## config.mk

```make
export PLATFORM = sky130hd
export DESIGN_NAME = lsu_dport_flat
export DESIGN_NICKNAME = d
export VERILOG_FILES = /design/src/rtl/lsu_dport_if.sv /design/src/rtl/lsu_dport.sv /design/src/flat_wrapper.sv
export SDC_FILE = /design/constraint.sdc
export NUM_CORES = 1
export LEC_CHECK = 0
export CAP_MARGIN = 25
export CELL_PAD_IN_SITES_DETAIL_PLACEMENT = 1
export CELL_PAD_IN_SITES_GLOBAL_PLACEMENT = 1
export CORE_MARGIN = 10
export CORE_UTILIZATION = 29
export DETAILED_ROUTE_END_ITERATION = 7
export MAX_ROUTING_LAYER = met4
export PLACE_DENSITY = 0.82
export SYNTH_ARGS = -nofsm -noshare
export SYNTH_HDL_FRONTEND = slang
export SYNTH_SLANG_ARGS = --single-unit
```

## constraint.sdc

```tcl
create_clock -name clk -period 1.96 [get_ports clk]
set_clock_uncertainty 0.15 [all_clocks]
set_input_delay 0.392 -clock clk [delete_from_list [all_inputs] [get_ports clk]]
set_output_delay 0.392 -clock clk [all_outputs]
set_load 0.01 [all_outputs]
```

## src/rtl/lsu_dport_if.sv

```systemverilog
// Data-side load/store port bundle: MEM-stage request, registered response,
// and the byte-addressed data RAM port. The LSU uses the slave modport.
interface lsu_dport_if;
  logic        req_valid;
  logic        req_ready;
  logic        req_we;
  logic [2:0]  req_funct3;
  logic [31:0] req_addr;
  logic [31:0] req_wdata;
  logic        resp_valid;
  logic [31:0] resp_rdata;
  logic        resp_exc;
  logic [3:0]  resp_cause;
  logic [31:0] resp_badaddr;
  logic [31:0] mem_adr;
  logic [1:0]  mem_op;
  logic        mem_we;
  logic [31:0] mem_wdin;
  logic [31:0] mem_rdo;

  modport slave (
    input  req_valid, req_we, req_funct3, req_addr, req_wdata, mem_rdo,
    output req_ready, resp_valid, resp_rdata, resp_exc, resp_cause, resp_badaddr,
           mem_adr, mem_op, mem_we, mem_wdin
  );
  modport master (
    output req_valid, req_we, req_funct3, req_addr, req_wdata, mem_rdo,
    input  req_ready, resp_valid, resp_rdata, resp_exc, resp_cause, resp_badaddr,
           mem_adr, mem_op, mem_we, mem_wdin
  );
endinterface

```

## src/rtl/lsu_dport.sv

```systemverilog
// Load/store access unit: checks funct3/alignment/range at accept, drives the
// data RAM for one cycle, and returns extended load data or a precise fault.
module lsu_dport #(
  parameter logic [31:0] MEM_BASE  = 32'h0000_0000,
  parameter int          MEM_BYTES = 1024
) (
  input  logic        clk,
  input  logic        rst_n,
  input  logic        flush,
  lsu_dport_if.slave  bus
);
  localparam logic [1:0]  W_B = 2'd0, W_H = 2'd1, W_W = 2'd2;
  localparam logic [31:0] MEM_BYTES_L = 32'(MEM_BYTES);

  typedef enum logic [1:0] {S_IDLE, S_ACCESS, S_RESP} state_t;
  state_t r_state;

  logic        r_we;
  logic [2:0]  r_f3;
  logic [31:0] r_adr, r_wdin, r_rdata, r_badaddr;
  logic [1:0]  r_op;
  logic        r_exc;
  logic [3:0]  r_cause;

  logic        w_ready, w_acc, w_illegal, w_mis, w_oor, w_fault;
  logic [2:0]  w_size;
  logic [1:0]  w_op;
  logic [3:0]  w_cause;
  logic [31:0] w_off, w_ext;

  assign w_ready = (r_state != S_ACCESS) && !flush;
  assign w_acc   = bus.req_valid && w_ready;

  always_comb begin
    w_size = 3'd4;
    w_op   = W_W;
    case (bus.req_funct3[1:0])
      2'd0: begin w_size = 3'd1; w_op = W_B; end
      2'd1: begin w_size = 3'd2; w_op = W_H; end
      default: ;
    endcase
  end

  // Check priority: funct3, then alignment, then range (offset wrap is a fault).
  assign w_illegal = bus.req_we ? (bus.req_funct3 > 3'd2)
                                : (bus.req_funct3 == 3'd3 || bus.req_funct3[2:1] == 2'b11);
  assign w_mis   = (bus.req_funct3[1:0] == 2'd1 && bus.req_addr[0]) ||
                   (bus.req_funct3[1:0] == 2'd2 && bus.req_addr[1:0] != 2'b00);
  assign w_off   = bus.req_addr - MEM_BASE;
  assign w_oor   = (bus.req_addr < MEM_BASE) || (w_off > (MEM_BYTES_L - {29'd0, w_size}));
  assign w_fault = w_illegal || w_mis || w_oor;
  assign w_cause = w_illegal ? 4'd2 :
                   w_mis     ? (bus.req_we ? 4'd6 : 4'd4) :
                               (bus.req_we ? 4'd7 : 4'd5);

  always_comb begin
    w_ext = bus.mem_rdo;
    case (r_f3)
      3'd0: w_ext = {{24{bus.mem_rdo[7]}},  bus.mem_rdo[7:0]};
      3'd1: w_ext = {{16{bus.mem_rdo[15]}}, bus.mem_rdo[15:0]};
      3'd4: w_ext = {24'd0, bus.mem_rdo[7:0]};
      3'd5: w_ext = {16'd0, bus.mem_rdo[15:0]};
      default: ;
    endcase
  end

  always_ff @(posedge clk or negedge rst_n) begin
    if (!rst_n) begin
      r_state   <= S_IDLE;
      r_we      <= 1'b0;
      r_f3      <= 3'd0;
      r_adr     <= 32'd0;
      r_op      <= 2'd0;
      r_wdin    <= 32'd0;
      r_rdata   <= 32'd0;
      r_exc     <= 1'b0;
      r_cause   <= 4'd0;
      r_badaddr <= 32'd0;
    end else if (flush) begin
      r_state <= S_IDLE;
    end else if (r_state == S_ACCESS) begin
      r_state   <= S_RESP;
      r_exc     <= 1'b0;
      r_cause   <= 4'd0;
      r_badaddr <= 32'd0;
      r_rdata   <= r_we ? 32'd0 : w_ext;
    end else if (w_acc) begin
      r_we <= bus.req_we;
      r_f3 <= bus.req_funct3;
      if (w_fault) begin
        r_state   <= S_RESP;
        r_exc     <= 1'b1;
        r_cause   <= w_cause;
        r_badaddr <= bus.req_addr;
        r_rdata   <= 32'd0;
      end else begin
        // RAM-side registers only move on a clean accept so they hold otherwise.
        r_state <= S_ACCESS;
        r_adr   <= w_off;
        r_op    <= w_op;
        r_wdin  <= bus.req_wdata;
      end
    end else begin
      r_state <= S_IDLE;
    end
  end

  assign bus.req_ready    = w_ready;
  assign bus.resp_valid   = (r_state == S_RESP) && !flush;
  assign bus.resp_rdata   = r_rdata;
  assign bus.resp_exc     = r_exc;
  assign bus.resp_cause   = r_cause;
  assign bus.resp_badaddr = r_badaddr;
  assign bus.mem_adr      = r_adr;
  assign bus.mem_op       = r_op;
  assign bus.mem_we       = (r_state == S_ACCESS) && r_we && !flush;
  assign bus.mem_wdin     = r_wdin;
endmodule

```

## src/flat_wrapper.sv

```systemverilog
// flat-port wrapper written by rule: the top's interface ports become plain ports
module lsu_dport_flat 
#(
  parameter logic [31:0] MEM_BASE  = 32'h0000_0000,
  parameter int          MEM_BYTES = 1024
)
  (clk, rst_n, flush, bus_req_valid, bus_req_we, bus_req_funct3, bus_req_addr, bus_req_wdata, bus_mem_rdo, bus_req_ready, bus_resp_valid, bus_resp_rdata, bus_resp_exc, bus_resp_cause, bus_resp_badaddr, bus_mem_adr, bus_mem_op, bus_mem_we, bus_mem_wdin);
  lsu_dport_if bus_i ();
  input  logic clk;
  input  logic rst_n;
  input  logic flush;
  input wire logic [$bits(bus_i.req_valid)-1:0] bus_req_valid;
  input wire logic [$bits(bus_i.req_we)-1:0] bus_req_we;
  input wire logic [$bits(bus_i.req_funct3)-1:0] bus_req_funct3;
  input wire logic [$bits(bus_i.req_addr)-1:0] bus_req_addr;
  input wire logic [$bits(bus_i.req_wdata)-1:0] bus_req_wdata;
  input wire logic [$bits(bus_i.mem_rdo)-1:0] bus_mem_rdo;
  output wire logic [$bits(bus_i.req_ready)-1:0] bus_req_ready;
  output wire logic [$bits(bus_i.resp_valid)-1:0] bus_resp_valid;
  output wire logic [$bits(bus_i.resp_rdata)-1:0] bus_resp_rdata;
  output wire logic [$bits(bus_i.resp_exc)-1:0] bus_resp_exc;
  output wire logic [$bits(bus_i.resp_cause)-1:0] bus_resp_cause;
  output wire logic [$bits(bus_i.resp_badaddr)-1:0] bus_resp_badaddr;
  output wire logic [$bits(bus_i.mem_adr)-1:0] bus_mem_adr;
  output wire logic [$bits(bus_i.mem_op)-1:0] bus_mem_op;
  output wire logic [$bits(bus_i.mem_we)-1:0] bus_mem_we;
  output wire logic [$bits(bus_i.mem_wdin)-1:0] bus_mem_wdin;
  assign bus_i.req_valid = bus_req_valid;
  assign bus_i.req_we = bus_req_we;
  assign bus_i.req_funct3 = bus_req_funct3;
  assign bus_i.req_addr = bus_req_addr;
  assign bus_i.req_wdata = bus_req_wdata;
  assign bus_i.mem_rdo = bus_mem_rdo;
  assign bus_req_ready = bus_i.req_ready;
  assign bus_resp_valid = bus_i.resp_valid;
  assign bus_resp_rdata = bus_i.resp_rdata;
  assign bus_resp_exc = bus_i.resp_exc;
  assign bus_resp_cause = bus_i.resp_cause;
  assign bus_resp_badaddr = bus_i.resp_badaddr;
  assign bus_mem_adr = bus_i.mem_adr;
  assign bus_mem_op = bus_i.mem_op;
  assign bus_mem_we = bus_i.mem_we;
  assign bus_mem_wdin = bus_i.mem_wdin;
  lsu_dport #(.MEM_BASE(MEM_BASE), .MEM_BYTES(MEM_BYTES)) u_core (.clk(clk), .rst_n(rst_n), .flush(flush), .bus(bus_i));
endmodule
```

# Yosys cells after proc, flatten, opt, wreduce, memory -nomap -nowiden
# Index checks and enable logic that the tools add are counted.
# op_classes
n_reduce_logical,21
bitwise,3
n_lt_le_gt_ge,3
eq_ne,10
n_mux,25
addsub,1
# op_table
cell,count
32-bit two-way mux,7
32-bit one-hot mux with 4 select lines,1
32-bit > comparator,1
"32-bit by 1-bit < comparator with 1-bit output, second input constant",1
4-bit two-way mux,5
2-bit two-way mux,6
"11-bit by 3-bit subtractor with 12-bit output, first input constant",1
1-bit logical AND,7
"2-bit equality test, second input constant",3
"3-bit equality test, second input constant",2
3-bit one-hot mux with 2 select lines,1
3-bit AND reduction,2
2-bit nonzero test,3
1-bit logical OR,5
"2-bit by 1-bit equality test with 1-bit output, second input constant",2
1-bit two-way mux,4
2-bit one-hot mux with 2 select lines,1
4-bit AND reduction,1
"3-bit by 1-bit equality test with 1-bit output, second input constant",1
"3-bit by 2-bit equality test with 1-bit output, second input constant",1
"3-bit by 2-bit > comparator with 1-bit output, second input constant",1
3-bit logical NOT,1
1-bit NOT,3
2-bit logical NOT,1
other kinds (2),2
# word_totals
out_inout_bits,138
ff_bits,141
word_cells,73
input_bits,104

# Logic depth before layout (Yosys ltp)
# Gate-level depths: netlist of run 1.
# depth
depth_word,10
ltp_mapped,14
ltp_nobuf,11

# Least setup slack after synthesis of run 1
# Ideal clock, no wire load.
# synth_path
path_kind,input-to-reg
startpoint,input port bus_req_funct3[0]
endpoint,register u_core.r_adr[4] (netlist: u_core.bus.mem_adr[4])
t_arrival_ns,2.701
path_slack_ns,-1.017
t_required_ns,1.685
path_stages,13
path_buffers,3
setup_time_ns,0.125
cell_sequence,or2_2 ha_1 inv_1 ha_1 nand4_1 or3_1 a21oi_1 a21o_1 and3_1 buf_4 buf_6 buf_12 mux2_4
# synth_via
elab_chain_cells,8
elab_cells_between_ends,18
cone_classes,1 x add/sub; 2 x order compare; 3 x eq/ne; 2 x mux; 1 x bitwise; 9 x reduce/logical
# synth_lines
element,line_no,source
from (decl),flat_wrapper.sv:14,input wire logic [$bits(bus_i.req_funct3)-1:0] bus_req_funct3;
2-bit by 1-bit equality test with 1-bit output or 2-bit logical NOT (tied branches),"lsu_dport.sv:37, lsu_dport.sv:47",
3-bit one-hot mux with 2 select lines,lsu_dport.sv:37,case (bus.req_funct3[1:0])
11-bit by 3-bit subtractor with 12-bit output,lsu_dport.sv:50,"assign w_oor = (bus.req_addr < MEM_BASE) || (w_off > (MEM_BYTES_L - {29'd0, w_size}));"
32-bit > comparator,lsu_dport.sv:50,
1-bit logical OR,lsu_dport.sv:50,
1-bit logical OR *,lsu_dport.sv:51,assign w_fault = w_illegal || w_mis || w_oor;
1-bit NOT (no source line) *,-,
4-bit AND reduction (no source line) *,-,
to (signal assigned),lsu_dport.sv:99,r_adr <= w_off;
to (decl),lsu_dport.sv:20,"logic [31:0] r_adr, r_wdin, r_rdata, r_badaddr;"
# Every way passes the cells marked *; elsewhere a longest branch is shown, timed or not.
# A chain may end at the register's enable or synchronous reset.

# Worst setup path in the final report of run 1
# layout_path
startpoint,input port bus_req_funct3[0]
endpoint,register u_core.r_op[1] (netlist: u_core.bus.mem_op[1])
# layout_via
elab_chain_cells,8
elab_cells_between_ends,19
cone_classes,1 x add/sub; 2 x order compare; 3 x eq/ne; 3 x mux; 1 x bitwise; 9 x reduce/logical
# layout_lines
element,line_no,source
2-bit by 1-bit equality test with 1-bit output or 2-bit logical NOT (tied branches),"lsu_dport.sv:37, lsu_dport.sv:47",
3-bit one-hot mux with 2 select lines,lsu_dport.sv:37,
11-bit by 3-bit subtractor with 12-bit output,lsu_dport.sv:50,
32-bit > comparator,lsu_dport.sv:50,
1-bit logical OR,lsu_dport.sv:50,
1-bit logical OR,lsu_dport.sv:51,
1-bit NOT (no source line),-,
4-bit AND reduction (no source line),-,
to (signal assigned),lsu_dport.sv:100,r_op <= w_op;
to (decl),lsu_dport.sv:21,logic [1:0] r_op;
# Several ways; a longest one is shown, not always the timed one.

==> results of run 1 <==
-- power by group through the flow --
stage | clock, mW | combinational, mW | sequential (mW)
CTS | 3.11 | 1.06 | 3.03
detailed placement | 0 | 0.874 | 3.08
global route | 3.27 | 1.13 | 3.04
finish | 3.05 | 1.05 | 3.03
floorplan | 0 | 0.254 | 3.11
global placement | 0 | 0.845 | 3.08
-- flip-flops by register name, indices dropped and copies added, names as in the netlist --
name	cells
u_core.bus.mem_adr	32
u_core.bus.mem_wdin	32
u_core.bus.resp_badaddr	32
u_core.bus.resp_rdata	32
u_core.bus.resp_cause	3
u_core.r_f3	3
u_core.bus.mem_op	2
u_core.r_state	2
u_core.bus.resp_exc	1
u_core.r_we	1
-- how the worst max path moves through the flow --
stage	startpoint	end	slack, ns	cells after the start
6_report	bus_req_funct3[0]	u_core.bus.mem_op[1]	-0.77	14
5_1_grt	bus_req_funct3[0]	u_core.bus.mem_wdin[18]	-0.86	14
3_5_place_dp	bus_req_funct3[1]	u_core.bus.mem_wdin[23]	-1.63	12
3_3_place_gp	bus_req_funct3[1]	u_core.bus.mem_wdin[17]	-1.52	12
4_1_cts	bus_req_funct3[0]	u_core.bus.mem_wdin[6]	-0.78	14
2_1_floorplan	bus_req_funct3[1]	u_core.bus.mem_adr[4]	-0.95	13
-- stage by stage --
stage | utilization | instance area (µm²) | setup TNS (ns) | setup WS, ns
after floorplan | - | 5660 | -99.23 | -0.9452
after global placement | 0.4584 | 8632 | -185.04 | -1.522
after detailed placement | 0.4584 | 8632 | -197.84 | -1.626
after CTS | 0.5449 | 10260 | -89.35 | -0.7788
after global routing | 0.5437 | 10240 | -100.26 | -0.8625
final | 0.5437 | 10240 | -86.08 | -0.7680
-- tightest hold or removal path: cells and delay by family --
kind                   cells  cell delay (ns)
buffers and inverters      2             0.20
muxes                      1             0.13
-- cell usage after synthesis, drive strengths merged (4+ instances only) --
master,count
nand4,4
o2bb2ai,16
nor2b,39
nand2,15
o21ai,11
a22o,51
mux2,47
buf,18
nor4,5
dfrtp,140
inv,8
ha,8
nor2,5
clkbuf,7
a21oi,4
-- final cells by class --
cell class,instances,area [µm²]
multi-input combinational,235,2278
inverter,8,32.53
fill,1830,8593
sequential,140,3503
timing repair buffer,331,3532
clock inverter,13,117.6
antenna,2,5.005
clock buffer,19,442.9
tap,260,325.3
-- repair_timing --
action,4_1_cts,5_1_grt
hold buffers,1,0
gates cloned,14,1
setup endpoints to repair,139,144
buffers inserted,46,9
gates resized for setup,123,44
pin swaps,31,20
hold endpoints to repair,34,0
-- per-layer routing --
layer  vias up  part of all wire  GRT usage
met4         0             0.016    0.04676
met5         -                 0          -
met1      2378              0.38     0.1964
met2       182              0.51     0.3137
met3        24             0.095    0.07420
li1       2122                 -          -
-- cells by family after synthesis --
logic type | after synthesis
multiplexers | 49
AO/OA/AOI/OAI | 93
buffers and inverters | 33
flip-flops | 140
AND/OR/NAND/NOR | 80
other | 1
adder cells (fa/ha/maj) | 8
==> results.sh, run 1 <==
export IMPL_run_status="finished, violations left"
export IMPL_violations="setup timing"
export IMPL_clkSlewWorstSetupHoldPaths_ns=0.06
export IMPL_worst_path_buf_inv=5
export IMPL_whs_endpoint="u_core.bus.mem_op[1]"
export IMPL_finalNonFillerCells=1008
export IMPL_place_inst=933
export IMPL_final_nets=845
export IMPL_setup_ws_ns=-0.7680
export IMPL_fp_coreArea_um2=18830
export IMPL_final_hold_viol_count=0
export IMPL_setup_viol=136
export IMPL_grt_usage=0.1842
export IMPL_cts_tree="yes"
export IMPL_synth_cell_types=42
export IMPL_drtPass1Iterations=4
export IMPL_r2r_start="u_core.r_state[0]"
export IMPL_die_y_um=158.7
export IMPL_crit_path_top_delay_cell="or3_1"
export IMPL_async_flop_share=1.000
export IMPL_hold_class="primary input to flip-flop"
export IMPL_seqPwrFrac=0.425
export IMPL_ys_flop_type="dfrtp_1"
export IMPL_cellInternalPower_mw=5.364
export IMPL_clkPwrFrac=0.428
export IMPL_synth_compound_area_share=0.1331
export IMPL_synth_adder_area_share=0.01795
export IMPL_grt_pass1_vias=5619
export IMPL_synth_xor_area_share=0
export IMPL_grt_pass1_wl_mm=34.16
export IMPL_path_cells="buf_6 -> or2_4 -> ha_4 -> inv_4 -> ha_4 -> nand4_1 -> or3_1 -> a21oi_2 -> a21o_1 -> and3_4 -> buf_6 -> buf_12 -> buf_8 -> mux2_4"
export IMPL_num_vias=4706
export IMPL_drtIter0Drc=116
export IMPL_gr_total_overflow=0
export IMPL_hold_slack_ns=0.2076
export IMPL_min_path_cells=3
export IMPL_cp_required_ns=2.10
export IMPL_layout_commonest_cell="clkdlybuf4s50_1"
export IMPL_synth_seq_cells=140
export IMPL_antenna_found_initial=2
export IMPL_worstPathArrival_ns=2.86
export IMPL_layout_common_cells="226 x clkdlybuf4s50_1, 140 x dfrtp_1, 51 x a22o_1"
export IMPL_period_minus_slack_ns=2.728
export IMPL_drc=0
export IMPL_synth_top_cell_area_share=0.6284
export IMPL_fmax_mhz=366.6
export IMPL_wl_per_cell_um=22.38
export IMPL_p_leak_nw=4.710
export IMPL_wirelength_mm=22.56
export IMPL_synth_edf_count=0
export IMPL_cp_max_fo=6
export IMPL_cts_htree_levels=4
export IMPL_synth_top_family_by_area="compound AO/OA/AOI/OAI gates"
export IMPL_crit_type="primary input to flip-flop"
export IMPL_finalPower_mw=7.126
export IMPL_drv_cap=0
export IMPL_die_width_um=158.7
export IMPL_muxShareOfSynthArea=0.1026
export IMPL_cts_path_max_buffers=2
export IMPL_clock_root_buffer="clkbuf_16"
export IMPL_synth_area_top_cells="dfrtp_1 63%, mux2_2 8.3%, a22o_1 8.0%, nor2b_1 4.4%, o2bb2ai_1 2.5%"
export IMPL_post_route_period_util=1.392
export IMPL_switchingPower_mw=1.762
export IMPL_port_buffers=240
export IMPL_via_per_inst=4.669
export IMPL_layout_area_overhead_vs_synth_pct=83.62
export IMPL_hold_start="bus_req_funct3[1]"
export IMPL_rsz0062_at_grt="yes"
export IMPL_r2r_end="u_core.bus.mem_op[1]"
export IMPL_end_kind="flip-flop"
export IMPL_syn_avg_cell_area_um2=13.80
export IMPL_ys_warnings_count=0
export IMPL_start_util=0.2961
export IMPL_crit_family="simple AND/OR/NAND/NOR gates"
export IMPL_drv_slew=0
export IMPL_startpoint_type="primary input"
export IMPL_grt_max_degree=44
export IMPL_p_per_area_nw_per_um2=696.1
export IMPL_io_pins=242
export IMPL_ant_nets=0
export IMPL_synth_top_cell_by_area="dfrtp_1"
export IMPL_drive_gt1_frac=0.2895
export IMPL_peakVddDrop_v=0.0005631
export IMPL_ys_seq_area_frac=0.6284
export IMPL_netlist_instances=404
export IMPL_synth_area_um2=5575
export IMPL_die_area_um2=25170
export IMPL_r2r_slack_ns=-0.04
export IMPL_slowest_delay_ns=0.34
export IMPL_p_sw_frac=0.2473
export IMPL_rows=50
export IMPL_cts_sinks=140
export IMPL_ff2ff_path_depth=8
export IMPL_cts_buffers=17
export IMPL_clk_latency_ns=0.40
export IMPL_gp_congestion=0.8019
export IMPL_hpwlAfterDp_mm=15.03
export IMPL_synthSimpleGateAreaFrac=0.08393
export IMPL_combPwrFrac=0.147
No activity file was read; power rests on OpenSTA's default activity.
==> run 2, diff against run 1 <==
--- a/config.mk
+++ b/config.mk
@@ -11,6 +11,7 @@
 export CORE_MARGIN = 10
 export CORE_UTILIZATION = 29
 export DETAILED_ROUTE_END_ITERATION = 7
+export HOLD_SLACK_MARGIN = 0.03
 export MAX_ROUTING_LAYER = met4
 export PLACE_DENSITY = 0.82
 export SYNTH_ARGS = -nofsm -noshare
==> results of run 2 <==
Final layout, timing and power as in run 1 (identical DEF).
==> edit, RTL diff (settings of run 1) <==
Re-encode `state_t` (3 states) as one-hot, 3 bits wide.
--- a/src/rtl/lsu_dport.sv
+++ b/src/rtl/lsu_dport.sv
@@ -12,7 +12,7 @@
   localparam logic [1:0]  W_B = 2'd0, W_H = 2'd1, W_W = 2'd2;
   localparam logic [31:0] MEM_BYTES_L = 32'(MEM_BYTES);
 
-  typedef enum logic [1:0] {S_IDLE, S_ACCESS, S_RESP} state_t;
+  typedef enum logic [2:0] {S_IDLE = 3'b001, S_ACCESS = 3'b010, S_RESP = 3'b100} state_t;
   state_t r_state;
 
   logic        r_we;
Check against the original RTL: no difference found for any inputs over 4 cycles, from zero or initial values and one cycle with rst_n low; so few cycles prove little.
==> edit against run 1 <==
The flow still finishes with violations (setup timing); sequential power up 2%; fmax up 18%; sequential cell count up 1; total power up 1.9%; area after synthesis down 0.25%; synthesized cell count down 3.0%; worst setup slack better by 0.41 ns; final cell count down 2.4%; routed wire length up 4.7%; design area up 0.67%; count of clock-buffer cells in the layout unchanged; critical endpoint is now u_core.bus.resp_rdata[25]; largest cell class unchanged; largest power group is now registers.
==> edit: results (changes against run 1) <==
status: finished with violations
failing checks: setup timing
FF-to-FF setup slack: -0.29 ns (-0.25 ns)
final setup violation count: 135 (-0.74%)
GRT met3 Usage: 7.26% (-0.16 points)
DPL Wire Length: 15500 um (+3.4%)
crit path to: u_core.bus.resp_rdata[25]
Placer Congestion: 0.780 (-2.8%)
Seq/Total Area, Yosys: 63.5% (+0.63 points)
Post-Place Worst Slack: -1.15 ns (+0.477 ns)
M2 GR Usage: 31.4% (about the same)
dpl cells: 905 (-3.0%)
largest net degree at the start of global routing: 53 (+20%)
top post-synthesis cells by area: dfrtp_1 (63%), a22o_1 (10%), mux2_2 (5.9%)
Detailed Route WL: 23600 um (+4.7%)
Skew-Pair Late Insertion Delay: 0.42 ns (+0.02 ns)
Setup Total Neg Slack: -37.86 ns (+48.22 ns)
CP delay by family, top: compound AO/OA/AOI/OAI gates
Fill cells: 1866 (+2.0%)
GR Util met1: 19.3% (-0.31 points)
worst-path cell with the longest stage delay: a211o_1
Critical Path Source: bus_req_funct3[1]
fin worst setup slack: -0.356 ns (+0.412 ns)
VDD IR-drop max: 586 uV (+4.1%)
Synth cell types: 38 (-9.5%)
Arr. time, crit path: 2.47 ns (-0.39 ns)
Post-Layout Cell Count: 984 (-2.4%)
post-DR vias/cell: 4.85 (+3.8%)
gr usage total: 18.6% (+0.13 points)
worst r2r dst: u_core.bus.mem_wdin[22]
-- edit: cell count changes after synthesis, moves of 6 or more --
cell	run 1	this run
nor2b_1	39	1
and2_1	1	23
nand2b_1	2	19
o2bb2ai_1	16	0
a22o_1	51	66
mux2_2	41	29
mux2_4	6	18
inv_1	8	2
-- edit: per-stage QoR --
step | cell area [sq um] | hold slack (ns) | util (%)
floorplan | 5640 | -0.0536 | -
global placement | 8710 | 0.105 | 46.4
detailed placement | 8710 | 0.111 | 46.4
CTS | 10000 | 0.163 | 53.5
global route | 10300 | 0.173 | 54.9
finish | 10300 | 0.176 | 54.9
-- edit: where the power goes --
part / switching [uW] / total [uW] / internal (uW) / leakage (uW)
clock network: 1380 / 3090 / 1710 / 0.000267
logic: 453 / 1080 / 624 / 0.00284
registers: 81.2 / 3100 / 3020 / 0.00190
-- edit: cell families (layout without fill, tap and decap cells) --
family | after synthesis | count (layout) | synth area share [%]
and+or+nand+nor | 82 | 82 | 8.73
muxes | 48 | 48 | 10.9
buffers and inverters | 26 | 378 | 2.45
other | 1 | 7 | 0.0674
DFF | 141 | 141 | 63.5
AOI/OAI and AO/OA | 88 | 88 | 13.0
adders and majority gates | 6 | 6 | 1.35
-- edit: layer usage --
metal	vias to the layer above	share of wire, %
met1	2420	38
li1	2114	-
met2	199	51
met5	-	0
met3	37	8.4
met4	0	2.7
-- edit: tightest hold or removal path, stage by stage --
cell and delay, ns:
buf_6 0.09, buf_4 0.12, a22o_1 0.11
-- edit: layout make-up --
type                       instances  area (sq um)  share of cell area, %
inverter                           2          10.0                 0.0971
tap                              234           293                   2.84
clock inverter                    13           106                   1.03
antenna                            2          5.00                 0.0486
clock buffer                      19           453                   4.39
sequential                       141          3530                   34.2
multi-input combinational        229          2200                   21.3
timing repair buffer             344          3710                   36.0
-- edit: worst min path at each step --
| stage | to | slack, ns | cells after the start | start |
|---|---|---|---|---|
| 6_report | u_core.bus.resp_badaddr[0] | 0.18 | 3 | bus_req_addr[0] |
| 5_1_grt | u_core.bus.resp_badaddr[0] | 0.17 | 3 | bus_req_addr[0] |
| 4_1_cts | u_core.r_f3[0] | 0.16 | 4 | bus_req_funct3[0] |
| 3_5_place_dp | u_core.bus.resp_badaddr[6] | 0.11 | 1 | rst_n |
| 3_3_place_gp | u_core.bus.resp_badaddr[7] | 0.11 | 1 | rst_n |
| 2_1_floorplan | u_core.bus.mem_adr[0] | -0.05 | 0 | rst_n |
-- edit: timing repair --
action	CTS	global route
resized for setup	145	70
endpoints found under the hold margin	26	0
hold buffers	1	0
setup buffers	20	12
endpoints found under the setup margin	140	146
cloned	14	5
pin swaps	31	37
